## src/rtl/fetch_pred_pkg.sv

```systemverilog
// Purpose: shared constants, width helpers and entry layout for the fetch PC predictor.
// Latency: n/a (package only).
// Backpressure: n/a (package only).
//
// Contents: default reset PC, BTB index/tag width helpers, saturating
// direction-counter constants, and the BTB entry layout.
package fetch_pred_pkg;

    localparam logic [31:0] DEF_RESET_PC    = 32'h4000_0000;
    localparam int          DEF_XLEN        = 32;
    localparam int          DEF_BTB_ENTRIES = 16;
    localparam int          DEF_CNT_BITS    = 2;

    // Index bits select the entry from pc[idx_bits+1:2]; the two low PC bits
    // are always zero for aligned instructions and are not part of the tag.
    function automatic int idx_bits(input int entries);
        return $clog2(entries);
    endfunction

    function automatic int tag_bits(input int xlen, input int entries);
        return xlen - idx_bits(entries) - 2;
    endfunction

    // Counter encodings: the MSB is the predicted direction.
    // weak-taken     = MSB 1, rest 0
    // weak-not-taken = MSB 0, rest 1
    function automatic int cnt_weak_taken(input int cnt_bits);
        return 1 << (cnt_bits - 1);
    endfunction

    function automatic int cnt_weak_not_taken(input int cnt_bits);
        return (1 << (cnt_bits - 1)) - 1;
    endfunction

    function automatic int cnt_sat_high(input int cnt_bits);
        return (1 << cnt_bits) - 1;
    endfunction

    function automatic int cnt_sat_low(input int cnt_bits);
        return (cnt_bits > 0) ? 0 : 0;
    endfunction

    localparam int DEF_TAG_W = tag_bits(DEF_XLEN, DEF_BTB_ENTRIES);

    // Entry layout for the default configuration. The BTB declares the same
    // layout locally with its own parameter-derived widths so that non-default
    // configurations keep the identical field order.
    typedef struct packed {
        logic                    valid;
        logic [DEF_TAG_W-1:0]    tag;
        logic [DEF_XLEN-1:0]     target;
        logic [DEF_CNT_BITS-1:0] cnt;
    } btb_entry_t;

endpackage

```

## src/rtl/branch_target_buffer.sv

```systemverilog
// Purpose: direct-mapped BTB with per-entry saturating direction counters.
// Latency: lookup is combinational; updates take effect at the next clock edge.
// Backpressure: none; an update is accepted every cycle it is presented.
//
// Ports:
//   clk, rst                      clock, synchronous active-high reset (clears valid bits,
//                                 counters to weakly-not-taken)
//   lk_idx, lk_tag                lookup address split into index / tag
//   lk_hit, lk_taken, lk_target   lookup result: hit, predicted direction, stored target
//   up_en                         apply an update this cycle
//   up_idx, up_tag                update address split into index / tag
//   up_taken, up_jump, up_target  resolved direction, jump flag, resolved target
module branch_target_buffer
    import fetch_pred_pkg::*;
#(
    parameter int  XLEN     = DEF_XLEN,
    parameter int  ENTRIES  = DEF_BTB_ENTRIES,
    parameter int  CNT_BITS = DEF_CNT_BITS,
    localparam int IDX_W    = idx_bits(ENTRIES),
    localparam int TAG_W    = tag_bits(XLEN, ENTRIES)
) (
    input  logic             clk,
    input  logic             rst,
    input  logic [IDX_W-1:0] lk_idx,
    input  logic [TAG_W-1:0] lk_tag,
    output logic             lk_hit,
    output logic             lk_taken,
    output logic [XLEN-1:0]  lk_target,
    input  logic             up_en,
    input  logic [IDX_W-1:0] up_idx,
    input  logic [TAG_W-1:0] up_tag,
    input  logic             up_taken,
    input  logic             up_jump,
    input  logic [XLEN-1:0]  up_target
);

    localparam logic [CNT_BITS-1:0] CNT_WT  = CNT_BITS'(cnt_weak_taken(CNT_BITS));
    localparam logic [CNT_BITS-1:0] CNT_WNT = CNT_BITS'(cnt_weak_not_taken(CNT_BITS));
    localparam logic [CNT_BITS-1:0] CNT_HI  = CNT_BITS'(cnt_sat_high(CNT_BITS));
    localparam logic [CNT_BITS-1:0] CNT_LO  = CNT_BITS'(cnt_sat_low(CNT_BITS));
    localparam logic [CNT_BITS-1:0] CNT_ONE = CNT_BITS'(1);

    typedef struct packed {
        logic                valid;
        logic [TAG_W-1:0]    tag;
        logic [XLEN-1:0]     target;
        logic [CNT_BITS-1:0] cnt;
    } entry_t;

    entry_t mem [ENTRIES];

    entry_t lk_ent;
    entry_t up_ent;
    logic   up_hit;

    // Lookup reads the array as it stands before this cycle's edge, so a
    // same-index update in the same cycle is not visible until next cycle.
    always_comb begin
        lk_ent    = mem[lk_idx];
        lk_hit    = lk_ent.valid && (lk_ent.tag == lk_tag);
        lk_taken  = lk_hit && lk_ent.cnt[CNT_BITS-1];
        lk_target = lk_ent.target;
    end

    always_comb begin
        up_ent = mem[up_idx];
        up_hit = up_ent.valid && (up_ent.tag == up_tag);
    end

    // Tags and targets are only meaningful behind a valid bit, so only the
    // valid bits and counters are reset.
    always_ff @(posedge clk) begin
        if (rst) begin
            for (int i = 0; i < ENTRIES; i++) begin
                mem[i].valid <= 1'b0;
                mem[i].cnt   <= CNT_WNT;
            end
        end else if (up_en) begin
            if (up_hit) begin
                if (up_jump) begin
                    // Unconditional control flow: pin the entry to strongly taken.
                    mem[up_idx].cnt <= CNT_HI;
                end else if (up_taken) begin
                    if (up_ent.cnt != CNT_HI) begin
                        mem[up_idx].cnt <= up_ent.cnt + CNT_ONE;
                    end
                end else begin
                    if (up_ent.cnt != CNT_LO) begin
                        mem[up_idx].cnt <= up_ent.cnt - CNT_ONE;
                    end
                end
                if (up_taken) begin
                    mem[up_idx].target <= up_target;
                end
            end else if (up_taken) begin
                // Taken miss claims the slot, evicting whatever aliased there.
                mem[up_idx].valid  <= 1'b1;
                mem[up_idx].tag    <= up_tag;
                mem[up_idx].target <= up_target;
                mem[up_idx].cnt    <= up_jump ? CNT_HI : CNT_WT;
            end
        end
    end

endmodule

```

## src/rtl/fetch_pc_predictor.sv

```systemverilog
// Purpose: fetch PC register with BTB-based next-PC prediction and X-stage redirect.
// Latency: pc_f follows next_pc one cycle later; flush/next_pc are combinational.
// Backpressure: stall holds pc_f; a mispredict redirect overrides stall.
//
// Ports:
//   clk, rst          clock, synchronous active-high reset
//   stall             hold the fetch PC
//   x_valid, x_is_branch, x_is_jump, x_pc, x_taken, x_target,
//   x_pred_taken, x_pred_target
//                     resolved control-flow info from X plus the prediction it was fetched with
//   pc_f              current fetch PC (registered)
//   pred_taken_f      BTB prediction for pc_f
//   next_pc           value pc_f takes at the next edge
//   flush             mispredict this cycle; squash F and D
//   br_count          resolved branch+jump count (wraps)
//   mispred_count     mispredict count (wraps)
module fetch_pc_predictor
    import fetch_pred_pkg::*;
#(
    parameter int              XLEN        = DEF_XLEN,
    parameter logic [XLEN-1:0] RESET_PC    = XLEN'(DEF_RESET_PC),
    parameter int              BTB_ENTRIES = DEF_BTB_ENTRIES,
    parameter int              CNT_BITS    = DEF_CNT_BITS,
    localparam int             IDX_W       = idx_bits(BTB_ENTRIES),
    localparam int             TAG_W       = tag_bits(XLEN, BTB_ENTRIES)
) (
    input  logic            clk,
    input  logic            rst,
    input  logic            stall,
    input  logic            x_valid,
    input  logic            x_is_branch,
    input  logic            x_is_jump,
    input  logic [XLEN-1:0] x_pc,
    input  logic            x_taken,
    input  logic [XLEN-1:0] x_target,
    input  logic            x_pred_taken,
    input  logic [XLEN-1:0] x_pred_target,
    output logic [XLEN-1:0] pc_f,
    output logic            pred_taken_f,
    output logic [XLEN-1:0] next_pc,
    output logic            flush,
    output logic [31:0]     br_count,
    output logic [31:0]     mispred_count
);

    localparam logic [XLEN-1:0] PC_STEP = XLEN'(4);

    logic             lk_hit;
    logic             lk_taken;
    logic [XLEN-1:0]  pred_tgt;
    logic             resolve;
    logic             mispredict;
    logic             upd_en;
    logic [IDX_W-1:0] lk_idx;
    logic [TAG_W-1:0] lk_tag;
    logic [IDX_W-1:0] up_idx;
    logic [TAG_W-1:0] up_tag;

    assign lk_idx = pc_f[IDX_W+1:2];
    assign lk_tag = pc_f[XLEN-1:IDX_W+2];
    assign up_idx = x_pc[IDX_W+1:2];
    assign up_tag = x_pc[XLEN-1:IDX_W+2];

    branch_target_buffer #(
        .XLEN     (XLEN),
        .ENTRIES  (BTB_ENTRIES),
        .CNT_BITS (CNT_BITS)
    ) u_btb (
        .clk       (clk),
        .rst       (rst),
        .lk_idx    (lk_idx),
        .lk_tag    (lk_tag),
        .lk_hit    (lk_hit),
        .lk_taken  (lk_taken),
        .lk_target (pred_tgt),
        .up_en     (upd_en),
        .up_idx    (up_idx),
        .up_tag    (up_tag),
        .up_taken  (x_taken),
        .up_jump   (x_is_jump),
        .up_target (x_target)
    );

    // A wrong direction always redirects; a wrong target only matters when
    // the instruction was actually taken.
    always_comb begin
        resolve    = x_valid && (x_is_branch || x_is_jump);
        mispredict = resolve &&
                     ((x_taken != x_pred_taken) ||
                      (x_taken && (x_pred_target != x_target)));
    end

    // Reset masks every side effect of an in-flight resolve.
    assign upd_en       = resolve && !rst;
    assign flush        = mispredict && !rst;
    assign pred_taken_f = lk_taken && !rst;

    // Redirect outranks stall so a mispredict is never lost while fetch waits.
    always_comb begin
        next_pc = pc_f + PC_STEP;
        if (rst) begin
            next_pc = RESET_PC;
        end else if (mispredict) begin
            next_pc = x_taken ? x_target : (x_pc + PC_STEP);
        end else if (stall) begin
            next_pc = pc_f;
        end else if (pred_taken_f) begin
            next_pc = pred_tgt;
        end
    end

    always_ff @(posedge clk) begin
        if (rst) begin
            pc_f          <= RESET_PC;
            br_count      <= 32'd0;
            mispred_count <= 32'd0;
        end else begin
            pc_f <= next_pc;
            if (resolve) begin
                br_count <= br_count + 32'd1;
            end
            if (mispredict) begin
                mispred_count <= mispred_count + 32'd1;
            end
        end
    end

endmodule

```

## config.mk

```make
export PLATFORM = sky130hd
export DESIGN_NAME = fetch_pc_predictor
export DESIGN_NICKNAME = d
export VERILOG_FILES = /design/src/rtl/fetch_pred_pkg.sv /design/src/rtl/branch_target_buffer.sv /design/src/rtl/fetch_pc_predictor.sv
export SDC_FILE = /design/constraint.sdc
export NUM_CORES = 2
export LEC_CHECK = 0
export BUFFER_PORTS_ARGS = -buffer_cell sky130_fd_sc_hd__clkbuf_2
export CORE_AREA = 2 2 375 377
export CTS_CLUSTER_SIZE = 25
export DETAILED_ROUTE_END_ITERATION = 10
export DIE_AREA = 0 0 377 379
export HOLD_SLACK_MARGIN = 0.06
export SKIP_LAST_GASP = 1
export SYNTH_ARGS = -nofsm -noshare
export SYNTH_HDL_FRONTEND = slang
export SYNTH_SLANG_ARGS = --single-unit
```

## constraint.sdc

```tcl
create_clock -name clk -period 17.2 [get_ports clk]
set_clock_uncertainty 0.05 [all_clocks]
set_input_delay 5.16 -clock clk [delete_from_list [all_inputs] [get_ports clk]]
set_output_delay 5.16 -clock clk [all_outputs]
set_load 0.1 [all_outputs]
```

; Yosys cells after proc, flatten, opt, wreduce, memory -nomap -nowiden
; Memory sizes are Yosys's and may differ from the RTL's. A register that Yosys moved wholly into a read port is not among the register bits.
; Index checks and enable logic that the tools add are counted.
[totals]
regBits = 96
mem_bits_rw = 976
input_bits = 104
out_inout_bits = 130
word_cells = 77
memories = 1
[mem_list]
columns = name, depth, word_bits, rd, rd_clocked_by_memory_dff, write_ports, line
row1 = u_btb.mem, 16, 61, 2, 1, 16, branch_target_buffer.sv:50  ; entry_t mem [ENTRIES];
[op_classes]
add_sub_neg = 6
n_eq_ne = 5
n_mux = 44
bitwise_logic = 4
reduce_logical = 14
[ops]
columns = operator, count
row1 = $mux W32, 6
row2 = $add A32 B1 Y32 const B, 2
row3 = $add A32 B3 Y32 const B, 2
row4 = $mux W61, 1
row5 = $reduce_or A61 Y1, 1
row6 = $eq A26 B26 Y1, 2
row7 = $ne A32 B32 Y1, 1
row8 = $mux W1, 31
row9 = $mux W4, 3
row10 = $logic_and A1 B1 Y1, 9
row11 = $mux W2, 3
row12 = $or A1 B1 Y1, 4
row13 = $add A2 B1 Y2 const B, 1
row14 = $logic_or A1 B1 Y1, 2
row15 = $ne A2 B2 Y1 const B, 1
row16 = $reduce_bool A2 Y1, 1
row17 = $sub A2 B1 Y2 const B, 1
row18 = $logic_not A1 Y1, 1
row19 = $ne A1 B1 Y1, 1

; Depth between registers and ports, before layout
; An unclocked memory read counts as a cell.
[logic_depth]
depth_word = 14
mapped_depth = 16
mapped_depth_nobuf = 10

; By module
; A second synthesis with hierarchy kept.
[unflattened]
cells_unflattened = 2940
area_unflattened_um2 = 49338.6
[modules_own_cells]
columns = module, n_inst, cells_per_inst, area_each_um2, seq_area_each_um2
row1 = branch_target_buffer, 1, 1998, 42170.4, 29148.0
row2 = fetch_pc_predictor, 1, 942, 7168.1, 1921.8

; Worst setup path after synthesis
; OpenSTA, ideal clock, no wires.
[synth_path]
kind = input to output
start = in rst
end = out next_pc[23]
arrival_time_ps = 10142
required_time_ps = 11990
slack_ps = 1848
stages = 7
n_path_buf = 1
path_cell_list = clkbuf_1 -> nor4_1 -> and4b_1 -> o2111ai_1 -> nor4_1 -> nand3_1 -> nand3_1
[synth_between]
elab_chain_cells = 6
[synth_rtl]
columns = item, line
row1 = start: declaration, fetch_pc_predictor.sv:28  ; input logic rst,
row2 = $logic_not A1 Y1, fetch_pc_predictor.sv:96  ; assign pred_taken_f = lk_taken && !rst;
row3 = $logic_and A1 B1 Y1, fetch_pc_predictor.sv:96
row4 = net pred_taken_f, fetch_pc_predictor.sv:39  ; output logic pred_taken_f,
row5 = $mux W32, fetch_pc_predictor.sv:107  ; end else if (pred_taken_f) begin
row6 = $mux W32, fetch_pc_predictor.sv:105  ; end else if (stall) begin
row7 = $mux W32, fetch_pc_predictor.sv:103  ; end else if (mispredict) begin
row8 = $mux W32, fetch_pc_predictor.sv:101  ; if (rst) begin
row9 = end: declaration, fetch_pc_predictor.sv:40  ; output logic [XLEN-1:0] next_pc,
; The timed path passes the listed nets, and every way through them passes these cells.

; Worst setup path in the final report
[layout_path]
start = in x_target[19]
end = out next_pc[9]
[layout_between]
elab_chain_cells = 6
[layout_rtl]
columns = item, line
row1 = start: declaration, fetch_pc_predictor.sv:35  ; input logic [XLEN-1:0] x_target,
row2 = $ne A32 B32 Y1, fetch_pc_predictor.sv:90  ; (x_taken && (x_pred_target != x_target)));
row3 = $logic_and A1 B1 Y1, fetch_pc_predictor.sv:90
row4 = $logic_or A1 B1 Y1, fetch_pc_predictor.sv:89  ; ((x_taken != x_pred_taken) ||
row5 = $logic_and A1 B1 Y1, fetch_pc_predictor.sv:88  ; mispredict = resolve &&
row6 = $mux W32, fetch_pc_predictor.sv:103
row7 = $mux W32, fetch_pc_predictor.sv:101
; Every way passes these cells.

==> results.txt <==
- In this run, CTS created clock tree buffers numbering 114.
* Crit path cell chain: clkbuf_2, xor2_1, nor4_1, nand4_1, or4_1, and2_1, nor3_1, o21ai_2, o21a_1, o21ai_0, buf_4, clkbuf_2
* Endpoint of the lowest-slack register-to-register path: pc_f[6]
* Top library cells by usage in the layout, fill and taps aside: edfxtp_1, mux4_2, clkbuf_2
- Post-route clock period utilization: 90.1%
- Cell type contributing the most total cell area after synthesis: edfxtp_1
* Initial antenna violation count: 17
- After synthesis, the netlist uses 76 different library cells.
* Measured slew at the worst slew-check pin: 1.08 ns
- Of all nets on the critical path, the largest fanout is 22.
* Final count of negative-setup-slack endpoints: 0
- GR Util met1: 28.9%
- Counting I/O delays and the setup requirement, the final critical path takes 15.50 ns.
- Across all hold checks on the routed design, the worst slack comes to 0.428 ns.
- Busiest layer in global routing: met2
* Primary FF master, synth: edfxtp_1
- Of the total power, registers draw 47.1%.
- At the end of the flow, the number of nets in the layout was 3193.
- Tightest Hold Check Type: register to register
- Area used by multi-input combinational logic: 16600 sq um
- Detailed Route WL: 153000 um
* Vias in the first global route: 28400
- Arrival time of the worst setup path: 10.29 ns
* Number of max-cap violations: 0
* Clk pwr share: 41.6%
- After detailed routing, the number of remaining DRC violations is 0.
- Once layout is complete, the cells apart from fillers number 4995.
- Number of top-level design ports: 234
- Derived from the worst setup path, the maximum achievable clock frequency is 0.0645 GHz.
- For this design, the sink count on the clock tree is 1072.
- Count of antenna-violating nets left after detailed routing: 0
- The count of buffers added on input and output ports is 233.
- The synthesized netlist occupies a cell area of 48400 sq um.
- Ranked by total cell area, the synthesized netlist is headed by edfxtp_1, mux4_2, dfxtp_1, mux2i_1, xnor2_1.
- Worst voltage drop across the vdd grid: 0.0886 mV
- Maximum number of pins on one net before global-route repair: 92
- Following the worst setup path forward leads to its endpoint at next_pc[9].
* Met3 track demand over resource in global routing: 6.33%
- CTS placed an instance of clkbuf_16 at the clock tree root.
- The longest clock path from root to sink contains 3 buffers.
* Result of the run: finished clean
- Cell count after placement: 4771
- Sequential area share after synthesis: 64.2%
- Power spread over the standard cell area amounts to 110 nW/um^2.
* Iteration-0 DRC count of the detailed router: 3716
* Vias: 29600
* Total GRT Usage: 21.1%
- WL per Instance: 30.6 um
- Level count of the clock H-tree: 3
* GR met2 Demand/Resource: 32.3%
- Final Hold Vio Count: 0
- The first detailed-routing pass took 6 iterations.
- Number of instances in the synthesized netlist: 2833
* Clock-pin slew on the worst setup and hold paths: 0.06 ns
- In this run, synthesis inferred 960 flip-flops with an integrated enable.
* Cts-stage hold buffer count: 0
* CP peak stage delay: 0.95 ns
* Core ar.: 139000 sq um
- Total leakage power: 17.8 nW
- Per report_power, the combinational group accounts for 11.2% of the total.
* Fin util: 40.2%
- Non-Filler Cell Area, Final: 55800 sq um
- TritonCTS built the clock tree.
* Reported net switching power: 1.57 mW
- Global-route wire length before repair: 214000 um
- Relative to the synthesized area, the layout overhead comes to 15.3%.
- Most frequent standard cell in the layout excluding fill and tap cells: edfxtp_1
- After detailed routing, the number of vias per cell comes to 5.93.
- The floorplan step defined a die boundary enclosing 143000 sq um.
* Total setup buffers inserted after CTS: 0
- Number of standard-cell rows in the floorplan: 137
* Crit path capture type: primary output
- Post-cts resize count: 0
* Worst-case register-to-register setup slack: 10.58 ns
- The most numerous cell type found on the critical path is clkbuf_2.
- Ratio of cells with drive above 1 in the final layout: 29.6%
- Kind of start point of the critical path: primary input
- Summed over all nets, the half-perimeter wirelength after detailed placement is 93400 um.
- Launching point of the worst reg2reg path: pc_f[2]
- In this run the tightest slew margin relative to its limit is 27.7%.
- Of all flip-flops after synthesis, the portion carrying an async set or reset was 0%.
- Total negative slack for setup checks: 0 ns
* CP Launch Point: x_target[19]
- Fillers: 12500
* Kind of critical path: primary input to primary output
- Worst reg2reg path depth: 10
* Net switching share of the total power: 25.5%
- Count of final max-slew check failures: 0
* Total area of sequential cells: 31100 sq um
- Yosys Warn Count: 0
* Routability congestion estimate from global placement: 0.941
- Synthesis produced a netlist with a net count of 2946.
- The synthesized design contains 1072 register bits.
- The average instance in the mapped netlist occupies 17.1 sq um.
- Clock Latency Late Sink: 0.77 ns
- Total gr overflow: 0
- In this run the cell area measured after placement is 51900 sq um.
* Die H: 379 um
* Req. time, crit path: 11.99 ns
* RSZ-0062 raised after global routing: false
- The initial utilization of the core area, before any placement, comes to 34.9%.
* Top cell type's share of synthesized area: 59.6%
- The slowest stage of the critical path is the nor3_1 cell.
- Horizontal die dimension: 377 um
* Internal portion of total power: 4.59 mW
[worst min path at each step]
stage                              to         startpoint  depth (start not counted)
floorplan            u_btb.mem[4][60]   u_btb.mem[4][60]                          1
global placement     u_btb.mem[7][60]   u_btb.mem[7][60]                          1
detailed placement  u_btb.mem[13][60]  u_btb.mem[13][60]                          1
CTS                 u_btb.mem[10][60]  u_btb.mem[10][60]                          1
global route        u_btb.mem[13][60]  u_btb.mem[13][60]                          1
finish              u_btb.mem[13][60]  u_btb.mem[13][60]                          1
[stage by stage]
| step | power, mW | setup WS (ns) |
|---|---|---|
| global route | 6.33 | 1.63 |
| floorplan | 3.40 | 1.85 |
| detailed placement | 3.64 | 1.86 |
| finish | 6.16 | 1.70 |
| CTS | 6.19 | 1.83 |
| global placement | 3.64 | 1.98 |
[cells in the mapped netlist (8+ instances only)]
library cell    n
xnor2_1        85
mux2_2         12
nand3_1        87
mux4_2        387
dfxtp_1       112
mux2i_1        92
nand2_1       155
o221ai_1        9
and3_1         26
nor3_1         26
and4_1          8
o31ai_1        15
ha_1            9
o31a_1          8
buf_6          12
inv_1          31
xor2_1         78
o21ai_0        53
a221oi_1       17
nor4_1         28
and2_1         13
a21oi_1        45
edfxtp_1      960
or3_1          14
nor2b_1        13
buf_2          40
nand2b_1       10
buf_4           8
a21o_1         35
clkbuf_1       94
buf_1          25
nor2_1        148
a22oi_1        44
nand4_1        34
[cell type report]
cell class	instances	area share, %
inverter	32	0.217
clock inverter	72	1.54
clock buffer	145	5.50
multi-input combinational	1548	29.7
timing repair buffer	312	3.25
tap	1807	4.05
antenna	7	0.0314
sequential	1072	55.7
[power groups by stage]
stage,clock [mW],sequential (mW),combinational (mW)
finish,2.56,2.90,0.692
global route,2.70,2.90,0.723
CTS,2.60,2.90,0.691
detailed placement,0,2.95,0.688
global placement,0,2.95,0.686
floorplan,0,2.97,0.430
[kinds of logic (layout without fill, tap and decap cells)]
| family | after synthesis | count (layout) | share of synthesized area [%] |
|---|---|---|---|
| muxes | 495 | 495 | 20.4 |
| buffers and inverters | 213 | 561 | 2.05 |
| adders and majority gates | 9 | 9 | 0.233 |
| xor gates and xnor gates | 163 | 163 | 2.95 |
| DFF | 1072 | 1072 | 64.2 |
| and+or+nand+nor | 590 | 590 | 5.94 |
| AOI/OAI and AO/OA | 291 | 291 | 4.21 |
| other | 0 | 7 | 0 |
[critical path, delay by kind of cell]
family	cells	cell delay (ns)
xor gates and xnor gates	1	0.27
AOI/OAI and AO/OA	3	0.86
and+or+nand+nor	5	2.90
buffers and inverters	3	1.07
[metal layers]
layer,share of wire (%),vias up
li1,-,12100
met4,2.9,18
met1,40,15600
met5,0.072,-
met2,46,1665
met3,12,265
[flip-flops by register name, indices dropped and copies added, names as in the netlist]
register	count
br_count	32
mispred_count	32
pc_f	32
u_btb.mem	976
Note: power is estimated with default switching activity, not from simulation.
